$ cat config.mk
export PLATFORM = sky130hd
export DESIGN_NAME = fec_link_scheduler
export DESIGN_NICKNAME = d
export VERILOG_FILES = /design/src/rtl/fec_pkg.sv /design/src/rtl/fec_cyc_timer.sv /design/src/rtl/fec_link_scheduler.sv
export SDC_FILE = /design/constraint.sdc
export NUM_CORES = 1
export LEC_CHECK = 0
export ABC_AREA = 1
export CAP_MARGIN = 20
export CORE_MARGIN = 5
export CORE_UTILIZATION = 62
export CTS_BUF_LIST = sky130_fd_sc_hd__clkbuf_2 sky130_fd_sc_hd__clkbuf_4 sky130_fd_sc_hd__clkbuf_8
export CTS_CLUSTER_DIAMETER = 80
export CTS_CLUSTER_SIZE = 40
export DETAILED_ROUTE_END_ITERATION = 8
export PLACE_DENSITY = 0.86
export REMOVE_ABC_BUFFERS = 1
export SYNTH_ARGS = -nofsm -noshare
export SYNTH_HDL_FRONTEND = slang
export SYNTH_SLANG_ARGS = --single-unit
$ cat constraint.sdc
create_clock -name clk -period 3.47 [get_ports clk]
set_clock_uncertainty 0.1 [all_clocks]
set_input_delay 0.694 -clock clk [delete_from_list [all_inputs] [get_ports clk]]
set_output_delay 0.694 -clock clk [all_outputs]
set_load 0.01 [all_outputs]
$ cat src/rtl/fec_pkg.sv
// Shared types and defaults for the FEC link scheduler.
// Holds the link state encoding and counter sizing helper.
package fec_pkg;

    typedef enum logic [1:0] {
        IDLE,
        DL_ACTIVE,
        UL_ACTIVE,
        GUARD
    } fec_link_state_t;

    localparam int GUARD_CYC_DEF  = 4;
    localparam int UL_WIN_CYC_DEF = 64;
    localparam int DL_MAX_CYC_DEF = 256;

    // Guard also runs on the shared counter, so it has to fit as well.
    function automatic int timer_width(input int dl_max, input int ul_win,
                                       input int guard);
        int m;
        m = dl_max;
        if (ul_win > m) m = ul_win;
        if (guard > m) m = guard;
        return $clog2(m + 1);
    endfunction

endpackage

$ cat src/rtl/fec_cyc_timer.sv
// Shared in-state cycle counter with limit compare.
// Holds the 1-based cycle index within the current state; saturates.
module fec_cyc_timer #(
    parameter int W = 9
) (
    input  logic         clk,
    input  logic         rst,
    input  logic         clear,
    input  logic [W-1:0] limit,
    output logic         expired
);

    localparam logic [W-1:0] ONE = W'(1);

    logic [W-1:0] cnt;

    always_ff @(posedge clk) begin
        if (rst) begin
            cnt <= '0;
        end else if (clear) begin
            cnt <= ONE;
        end else if (cnt != '1) begin
            cnt <= cnt + ONE;
        end
    end

    assign expired = (cnt == limit);

endmodule

$ cat src/rtl/fec_link_scheduler.sv
// Half-duplex ASK link arbiter: grants downlink or uplink ownership,
// enforces watchdog / listen limits and a guard gap between owners.
module fec_link_scheduler
    import fec_pkg::*;
#(
    parameter int GUARD_CYC  = GUARD_CYC_DEF,
    parameter int UL_WIN_CYC = UL_WIN_CYC_DEF,
    parameter int DL_MAX_CYC = DL_MAX_CYC_DEF
) (
    input  logic clk,
    input  logic rst,
    input  logic dl_req,
    input  logic dl_done,
    input  logic ul_req,
    input  logic ul_done,
    output logic dl_en,
    output logic ul_en,
    output logic busy,
    output logic dl_timeout,
    output logic ul_expired
);

    localparam int CW = timer_width(DL_MAX_CYC, UL_WIN_CYC, GUARD_CYC);

    fec_link_state_t state;
    fec_link_state_t state_nx;

    logic          rr_dl;
    logic          clear;
    logic          expired;
    logic [CW-1:0] limit;

    fec_cyc_timer #(
        .W(CW)
    ) u_timer (
        .clk     (clk),
        .rst     (rst),
        .clear   (clear),
        .limit   (limit),
        .expired (expired)
    );

    always_ff @(posedge clk) begin
        if (rst) begin
            state <= IDLE;
            rr_dl <= 1'b1;
            dl_en <= 1'b0;
            ul_en <= 1'b0;
            busy  <= 1'b0;
        end else begin
            state <= state_nx;
            dl_en <= (state_nx == DL_ACTIVE);
            ul_en <= (state_nx == UL_ACTIVE);
            busy  <= (state_nx != IDLE);
            // Pointer favours the direction not granted last.
            if (state == IDLE && state_nx == DL_ACTIVE) begin
                rr_dl <= 1'b0;
            end else if (state == IDLE && state_nx == UL_ACTIVE) begin
                rr_dl <= 1'b1;
            end
        end
    end

    always_comb begin
        state_nx = state;
        unique case (state)
            IDLE: begin
                if (dl_req && (!ul_req || rr_dl)) begin
                    state_nx = DL_ACTIVE;
                end else if (ul_req) begin
                    state_nx = UL_ACTIVE;
                end
            end
            DL_ACTIVE: begin
                if (dl_done || expired) state_nx = GUARD;
            end
            UL_ACTIVE: begin
                if (ul_done || expired) state_nx = GUARD;
            end
            GUARD: begin
                if (expired) state_nx = IDLE;
            end
            default: state_nx = IDLE;
        endcase
    end

    always_comb begin
        limit      = '1;
        clear      = (state_nx != state);
        dl_timeout = 1'b0;
        ul_expired = 1'b0;
        unique case (state)
            DL_ACTIVE: begin
                limit      = CW'(DL_MAX_CYC);
                dl_timeout = expired && !dl_done;
            end
            UL_ACTIVE: begin
                limit      = CW'(UL_WIN_CYC);
                ul_expired = expired && !ul_done;
            end
            GUARD:   limit = CW'(GUARD_CYC);
            default: limit = '1;
        endcase
    end

endmodule
==> results by group, run 1 <==
Status
  – Run status: completed

Setup path
  – Worst EP required: 2.68 ns
  – FF-to-FF setup slack: 1.02 ns
  – End of the critical path: ul_expired
  – Worst-path fanout max: 7
  – Crit path arrival time: 2.46 ns
  – Worst reg2reg startpoint: state[1]
  – Worst-case reg-to-reg path depth: 15
  – CP Class: flip-flop to primary output
  – Crit path capture type: primary output
  – Crit Reg-Reg Endpoint: u_timer.cnt[7]
  – Startpoint class of the critical path: flip-flop
  – Critical Path Start: state[1]

Route
  – Routed len/inst: 12.3 um
  – Total iterations of the first detailed-routing run: 4
  – Vias per cell: 5.37
  – WL final: between 2 and 2.5 mm
  – DRC: 0
  – Via count: around 910
  – Antenna-violating nets left: 0
  – Initial DRC Count: 22

Clocking
  – Clock root buffer: clkbuf_4
  – TritonCTS clock tree: done
  – Post-CTS Setup Inserts: 0
  – H-tree Lvls: 1
  – Longest Clk Path Bufs: 2
  – Clock insertion delay at the later pin of the skew report: 0.29 ns
  – Hold Buf Count CTS: 0
  – TritonCTS buffer count: 3
  – Clk sinks: 15
  – Worst-path clk slew: 0.09 ns

Placed design
  – Placed wire-length estimate: 1.70 mm
  – IO buf count: 10
  – Gpl congestion: around 0.86
  – Cell count after placement: roughly 170

Synth
  – Post-Syn Instances: 140
  – Syn avg cell area: 7.36 sq um
  – Synth unique cells: 27
  – Register area share after synthesis: 0.291
  – Syn Std Cell Area: 1030 sq um
  – #FFs+latches synth: 15
  – Synthesis Warnings: 0
  – Primary FF master, synth: dfxtp_1
  – Ys async rst share: 0
  – Post-synth EDFFs: 0

Finish
  – Number of fill cells: about 110
  – Share of cells above drive strength 1: 0.196
  – Final #Nets: 168
  – Final Util: 0.761
  – Area taken by flip-flops and latches: ~300 sq um
  – Area of the multi-input gates: ~650 sq um
  – N_diodes: 0
  – Finished Layout Cells: 169
  – Area grow syn2layout: 13.8%

STA
  – Final period util: 0.938
  – Endpoints failing hold: 0
  – Slew Viols, Final: 0
  – Fmax: 0.307 GHz
  – Tmin final: between 3 and 4 ns
  – Worst slew pin tran: between 0.4 and 0.5 ns
  – RSZ-0062 raised after global routing: no
  – Sum of negative setup slack: 0 ns
  – Slew margin rel.: 0.729
  – Setup violators final: 0

Floorplanning
  – Die W: just over 50 um
  – Die H: just over 50 um
  – Die area: 2580 sq um
  – Num ports: 11
  – Area of the core: 1540 sq um
  – Core Rows: 14
  – Initial core utilization: 0.669

Pwr
  – PwrDens: ~590 nW/um^2
  – P_leak: 0.489 nW
  – Pwr Total: 0.698 mW
  – Max VDD drop: 464 uV

Global routing
  – Global-route wire length before repair: 3.93 mm
  – Grt ovf: 0
  – Vias in the first global route: 935
  – Total track usage: 0.193
  – Largest net degree at the start of global routing: 11
  – Antenna violations before repair: 0

Run
  – Max-cap violations: 0

Hold path
  – Hold Path Class: flip-flop to flip-flop
cell usage in the layout, fill, tap and decap left out, types with 2 or more instances in the layout:
master and n:
o211ai_1 2, nor2_2 9, xnor2_1 4, nand3_2 2
nand4_1 2, nand2_2 6, nor3_1 4, inv_2 2
inv_1 18, nand2_1 25, xor2_1 5, nand3_1 6
o21ai_1 2, dfxtp_1 14, clkdlybuf4s50_1 10, ha_1 7
clkbuf_4 4, o21ai_0 8, nor2_1 10, a21oi_1 3
metrics by stage:
step	hold WS, ns	cell area, sq um	setup WS, ns
2_1_floorplan	0.370	1020	1.06
3_3_place_gp	0.413	1140	0.559
3_5_place_dp	0.425	1140	0.443
4_1_cts	0.452	1170	0.119
5_1_grt	0.550	1170	0.0182
6_report	0.453	1170	0.214
worst min path at each step:
stage | start | to | slack, ns | cells past startpoint
2_1_floorplan | rr_dl | rr_dl | 0.37 | 2
3_3_place_gp | rr_dl | rr_dl | 0.41 | 2
3_5_place_dp | rr_dl | rr_dl | 0.42 | 2
4_1_cts | rr_dl | rr_dl | 0.45 | 2
5_1_grt | u_timer.cnt[5] | u_timer.cnt[5] | 0.55 | 3
6_report | rr_dl | rr_dl | 0.45 | 2
registers in the layout, summed over array words and instances (netlist names):
| signal | cells |
|---|---|
| rr_dl | 1 |
| u_timer.cnt | 9 |
| state | 2 |
| busy | 1 |
| ul_en | 1 |
| dl_en | 1 |
synthesized netlist by cell type (2+ instances only):
| cell type | count | share of area |
|---|---|---|
| dfxtp_1 | 15 | 0.29 |
| inv_1 | 18 | 0.066 |
| nor2_2 | 9 | 0.055 |
| nand4_1 | 2 | 0.012 |
| o211ai_1 | 2 | 0.015 |
| nand2_2 | 6 | 0.036 |
| xnor2_1 | 4 | 0.034 |
| nand2_1 | 25 | 0.091 |
| nor2_1 | 10 | 0.036 |
| o21ai_0 | 8 | 0.039 |
| nor3_1 | 4 | 0.019 |
| xor2_1 | 5 | 0.042 |
| a21oi_1 | 3 | 0.015 |
| o21ai_1 | 2 | 0.0097 |
| inv_2 | 2 | 0.0073 |
| ha_1 | 8 | 0.097 |
| nand3_1 | 6 | 0.029 |
| nand3_2 | 2 | 0.019 |
per-layer routing:
metal | part of all wire | global-route usage | vias to the layer above
li1 | - | - | 475
met3 | 0.058 | 0.0444 | 7
met5 | 0 | 0 | -
met4 | 0.026 | 0.111 | 0
met2 | 0.46 | 0.285 | 29
met1 | 0.46 | 0.253 | 397
layout make-up:
type / count / area share
clock buffers: 4 / 0.0256
inverters: 20 / 0.0640
multi-input cells: 104 / 0.551
flip-flops and latches: 15 / 0.257
well taps: 16 / 0.0171
repair buffers: 10 / 0.0853
logic make-up after synthesis:
family / Yosys count / synth area share
and+or+nand+nor: 70 / 0.357
buffers and inverters: 21 / 0.0837
AOI/OAI and AO/OA: 17 / 0.0947
DFF: 15 / 0.291
xor gates and xnor gates: 9 / 0.0765
adders and majority gates: 8 / 0.0971
critical path, stage by stage (launching register included):
cell and delay, ns:
dfxtp_1 0.47, inv_1 0.18, ha_1 0.34, inv_1 0.06, nand2_1 0.04, nand2_1 0.08
and3_1 0.14, nand4_1 0.10, nor3b_1 0.19, clkdlybuf4s50_1 0.56
power by group:
group | switching [mW] | internal, mW
clock | 0.0573 | 0.0525
combinational | 0.219 | 0.134
sequential | 0.0305 | 0.205
total | 0.306 | 0.392
timing repair:
item                                    CTS  global route
endpoints found under the setup margin    0             2
gates resized for setup                   0             2
endpoints found under the hold margin     0             0
(Power assumes the default switching activity.)
==> run 2, diff against run 1 <==
CAP_MARGIN = unset   (was 20)
CORE_MARGIN = 1   (was 5)
PLACE_DENSITY = unset   (was 0.86)
PLACE_DENSITY_LB_ADDON = 0.1   (was unset)
==> results by group, run 2 (synthesis results as in run 1) <==
Status
  – Run status: completed (unchanged)

STA
  – Final period util: 0.922 (was 0.938)
  – Endpoints failing hold: 0 (unchanged)
  – Setup violators final: 0 (unchanged)
  – Fmax: 0.312 GHz (was 0.307 GHz)
  – Slew Viols, Final: 0 (unchanged)
  – Worst slew pin tran: 0.363 ns (was 0.405 ns)
  – Tmin final: 3.20 ns (was 3.26 ns)
  – Slew margin rel.: 0.757 (was 0.729)
  – Sum of negative setup slack: 0 ns (unchanged)
  – RSZ-0062 raised after global routing: no (unchanged)

Clocking
  – TritonCTS buffer count: 3 (unchanged)
  – Worst-path clk slew: 0.09 ns (about the same)
  – TritonCTS clock tree: done (unchanged)
  – Clk sinks: 15 (unchanged)
  – Longest Clk Path Bufs: 2 (unchanged)
  – H-tree Lvls: 1 (unchanged)
  – Clock root buffer: clkbuf_4 (unchanged)
  – Clock insertion delay at the later pin of the skew report: 0.30 ns (was 0.29 ns)

Setup path
  – FF-to-FF setup slack: 1.05 ns (was 1.02 ns)
  – Critical Path Start: state[0] (was state[1])
  – CP Class: flip-flop to primary output (unchanged)
  – Worst reg2reg startpoint: state[0] (was state[1])
  – Crit path capture type: primary output (unchanged)
  – Startpoint class of the critical path: flip-flop (unchanged)
  – Crit path arrival time: 2.41 ns (was 2.46 ns)
  – Worst EP required: 2.68 ns (about the same)
  – Worst-path fanout max: 8 (was 7)
  – Worst-case reg-to-reg path depth: 15 (unchanged)
  – Crit Reg-Reg Endpoint: u_timer.cnt[3] (was u_timer.cnt[7])

Placed design
  – Placed wire-length estimate: 1.71 mm (was 1.70 mm)
  – Gpl congestion: 0.848 (was 0.858)
  – IO buf count: 10 (unchanged)
  – Cell count after placement: 165 (unchanged)

Global routing
  – Largest net degree at the start of global routing: 11 (unchanged)
  – Grt ovf: 0 (unchanged)
  – Global-route wire length before repair: 3.77 mm (was 3.93 mm)
  – Antenna violations before repair: 0 (unchanged)
  – Total track usage: 0.274 (was 0.193)
  – Vias in the first global route: 856 (was 935)

Finish
  – Commonest non-fill, non-tap cells in the layout: nand2_1, inv_1, dfxtp_1 (unchanged)
  – Share of cells above drive strength 1: 0.203 (was 0.196)
  – Area grow syn2layout: 13.7% (was 13.8%)
  – Max reg flops: 9 (unchanged)
  – Final #Nets: 168 (unchanged)
  – Regs by FF count: u_timer.cnt: 9 flops, state: 2 flops (unchanged)
  – Largest register by flop count: u_timer.cnt (unchanged)
  – Number of fill cells: 129 (was 114)
  – Final Util: 0.769 (was 0.761)
  – N_diodes: 0 (unchanged)
  – Most common cell after layout, fill and taps aside: nand2_1 (unchanged)
  – Finished Layout Cells: 169 (unchanged)

Route
  – Total iterations of the first detailed-routing run: 4 (unchanged)
  – Routed len/inst: 12.8 um (was 12.3 um)
  – Via count: 938 (was 908)
  – Initial DRC Count: 31 (was 22)
  – DRC: 0 (unchanged)
  – WL final: 2.16 mm (was 2.07 mm)
  – Vias per cell: 5.55 (was 5.37)
  – Antenna-violating nets left: 0 (unchanged)

Floorplanning
  – Die H: 42.8 um (was 50.8 um)
  – Die area: 1830 sq um (was 2580 sq um)
  – Die W: 42.8 um (was 50.8 um)
  – Core Rows: 14 (unchanged)
  – Initial core utilization: 0.677 (was 0.669)
  – Area of the core: 1520 sq um (was 1540 sq um)
  – Num ports: 11 (unchanged)

Pwr
  – Sw Pwr: 0.320 mW (was 0.306 mW)
  – Sw Ratio: 0.455 (was 0.439)
  – Pint: 0.383 mW (was 0.392 mW)
  – PwrDens: 599 nW/um^2 (was 595 nW/um^2)
  – Max VDD drop: 470 uV (was 464 uV)
  – Clock power share: 0.150 (was 0.157)
  – Seq pwr share: 0.340 (was 0.337)
  – Comb pwr share: 0.510 (was 0.506)
  – P_leak: 0.488 nW (was 0.489 nW)

Run
  – Max-cap violations: 0 (unchanged)

Hold path
  – Hold path cells: 2 (unchanged)
  – Hold path start: rr_dl (unchanged)
  – Worst hold endpoint: rr_dl (unchanged)
  – Hold Path Class: flip-flop to flip-flop (unchanged)
run 2: cell count changes in the layout (fill, tap and decap cells not counted):
| cell | previous run | this run |
|---|---|---|
| dfxtp_2 | 1 | 2 |
| dfxtp_1 | 14 | 13 |
| clkbuf_4 | 4 | 3 |
| clkinv_2 | 0 | 1 |
run 2: final cells by class:
class | count | area, sq um | share of cell area
Multi-Input combinational cell | 104 | 647 | 0.552
Tap cell | 16 | 20.0 | 0.0171
Sequential cell | 15 | 303 | 0.258
Clock inverter | 1 | 5.00 | 0.00427
Inverter | 20 | 75.1 | 0.0640
Timing Repair Buffer | 10 | 100 | 0.0854
Clock buffer | 3 | 22.5 | 0.0192
run 2: power groups by stage:
stage	Sequential, mW	Combinational (mW)	Clock, mW
after detailed placement	0.240	0.351	0
final	0.239	0.359	0.105
after global placement	0.236	0.337	0
after floorplan	0.237	0.258	0
after CTS	0.236	0.353	0.105
after global routing	0.242	0.401	0.112
run 2: per-layer routing:
metal / track usage / wire length [um] / part of all wire / vias to the layer above
met3: 0.0426 / 97 / 0.045 / 6
li1: - / - / - / 477
met2: 0.448 / 1030 / 0.48 / 23
met5: 0 / 0 / 0 / -
met1: 0.354 / 997 / 0.46 / 432
met4: 0.113 / 33 / 0.015 / 0
run 2: worst max path at each step:
stage	to	slack, ns	depth (start not counted)
floorplan	ul_expired	1.06	7
CTS	ul_expired	0.12	8
global route	ul_expired	0.03	9
global placement	ul_expired	0.56	8
finish	ul_expired	0.27	9
detailed placement	ul_expired	0.46	8
run 2: worst max-delay path: stages (launching register included):
cell             delay (ns)
dfxtp_2                0.42
inv_1                  0.13
ha_1                   0.33
inv_1                  0.06
nand2_1                0.05
nand2_1                0.10
and3_1                 0.16
nand4_1                0.09
nor3b_1                0.21
clkdlybuf4s50_1        0.56
run 2: what timing repair did:
| item | CTS | global route |
|---|---|---|
| setup buffers | 0 | 0 |
| endpoints found under the setup margin | 0 | 2 |
| resized for setup | 0 | 3 |
| hold buffers | 0 | 0 |
run 2: through the flow:
step	cell area (sq um)	setup slack, ns	total power, mW	hold WS (ns)
final	1170	0.270	0.702	0.485
after detailed placement	1140	0.457	0.591	0.469
after global placement	1140	0.560	0.573	0.416
after floorplan	1020	1.06	0.496	0.370
after CTS	1170	0.119	0.694	0.492
after global routing	1170	0.0314	0.755	0.528
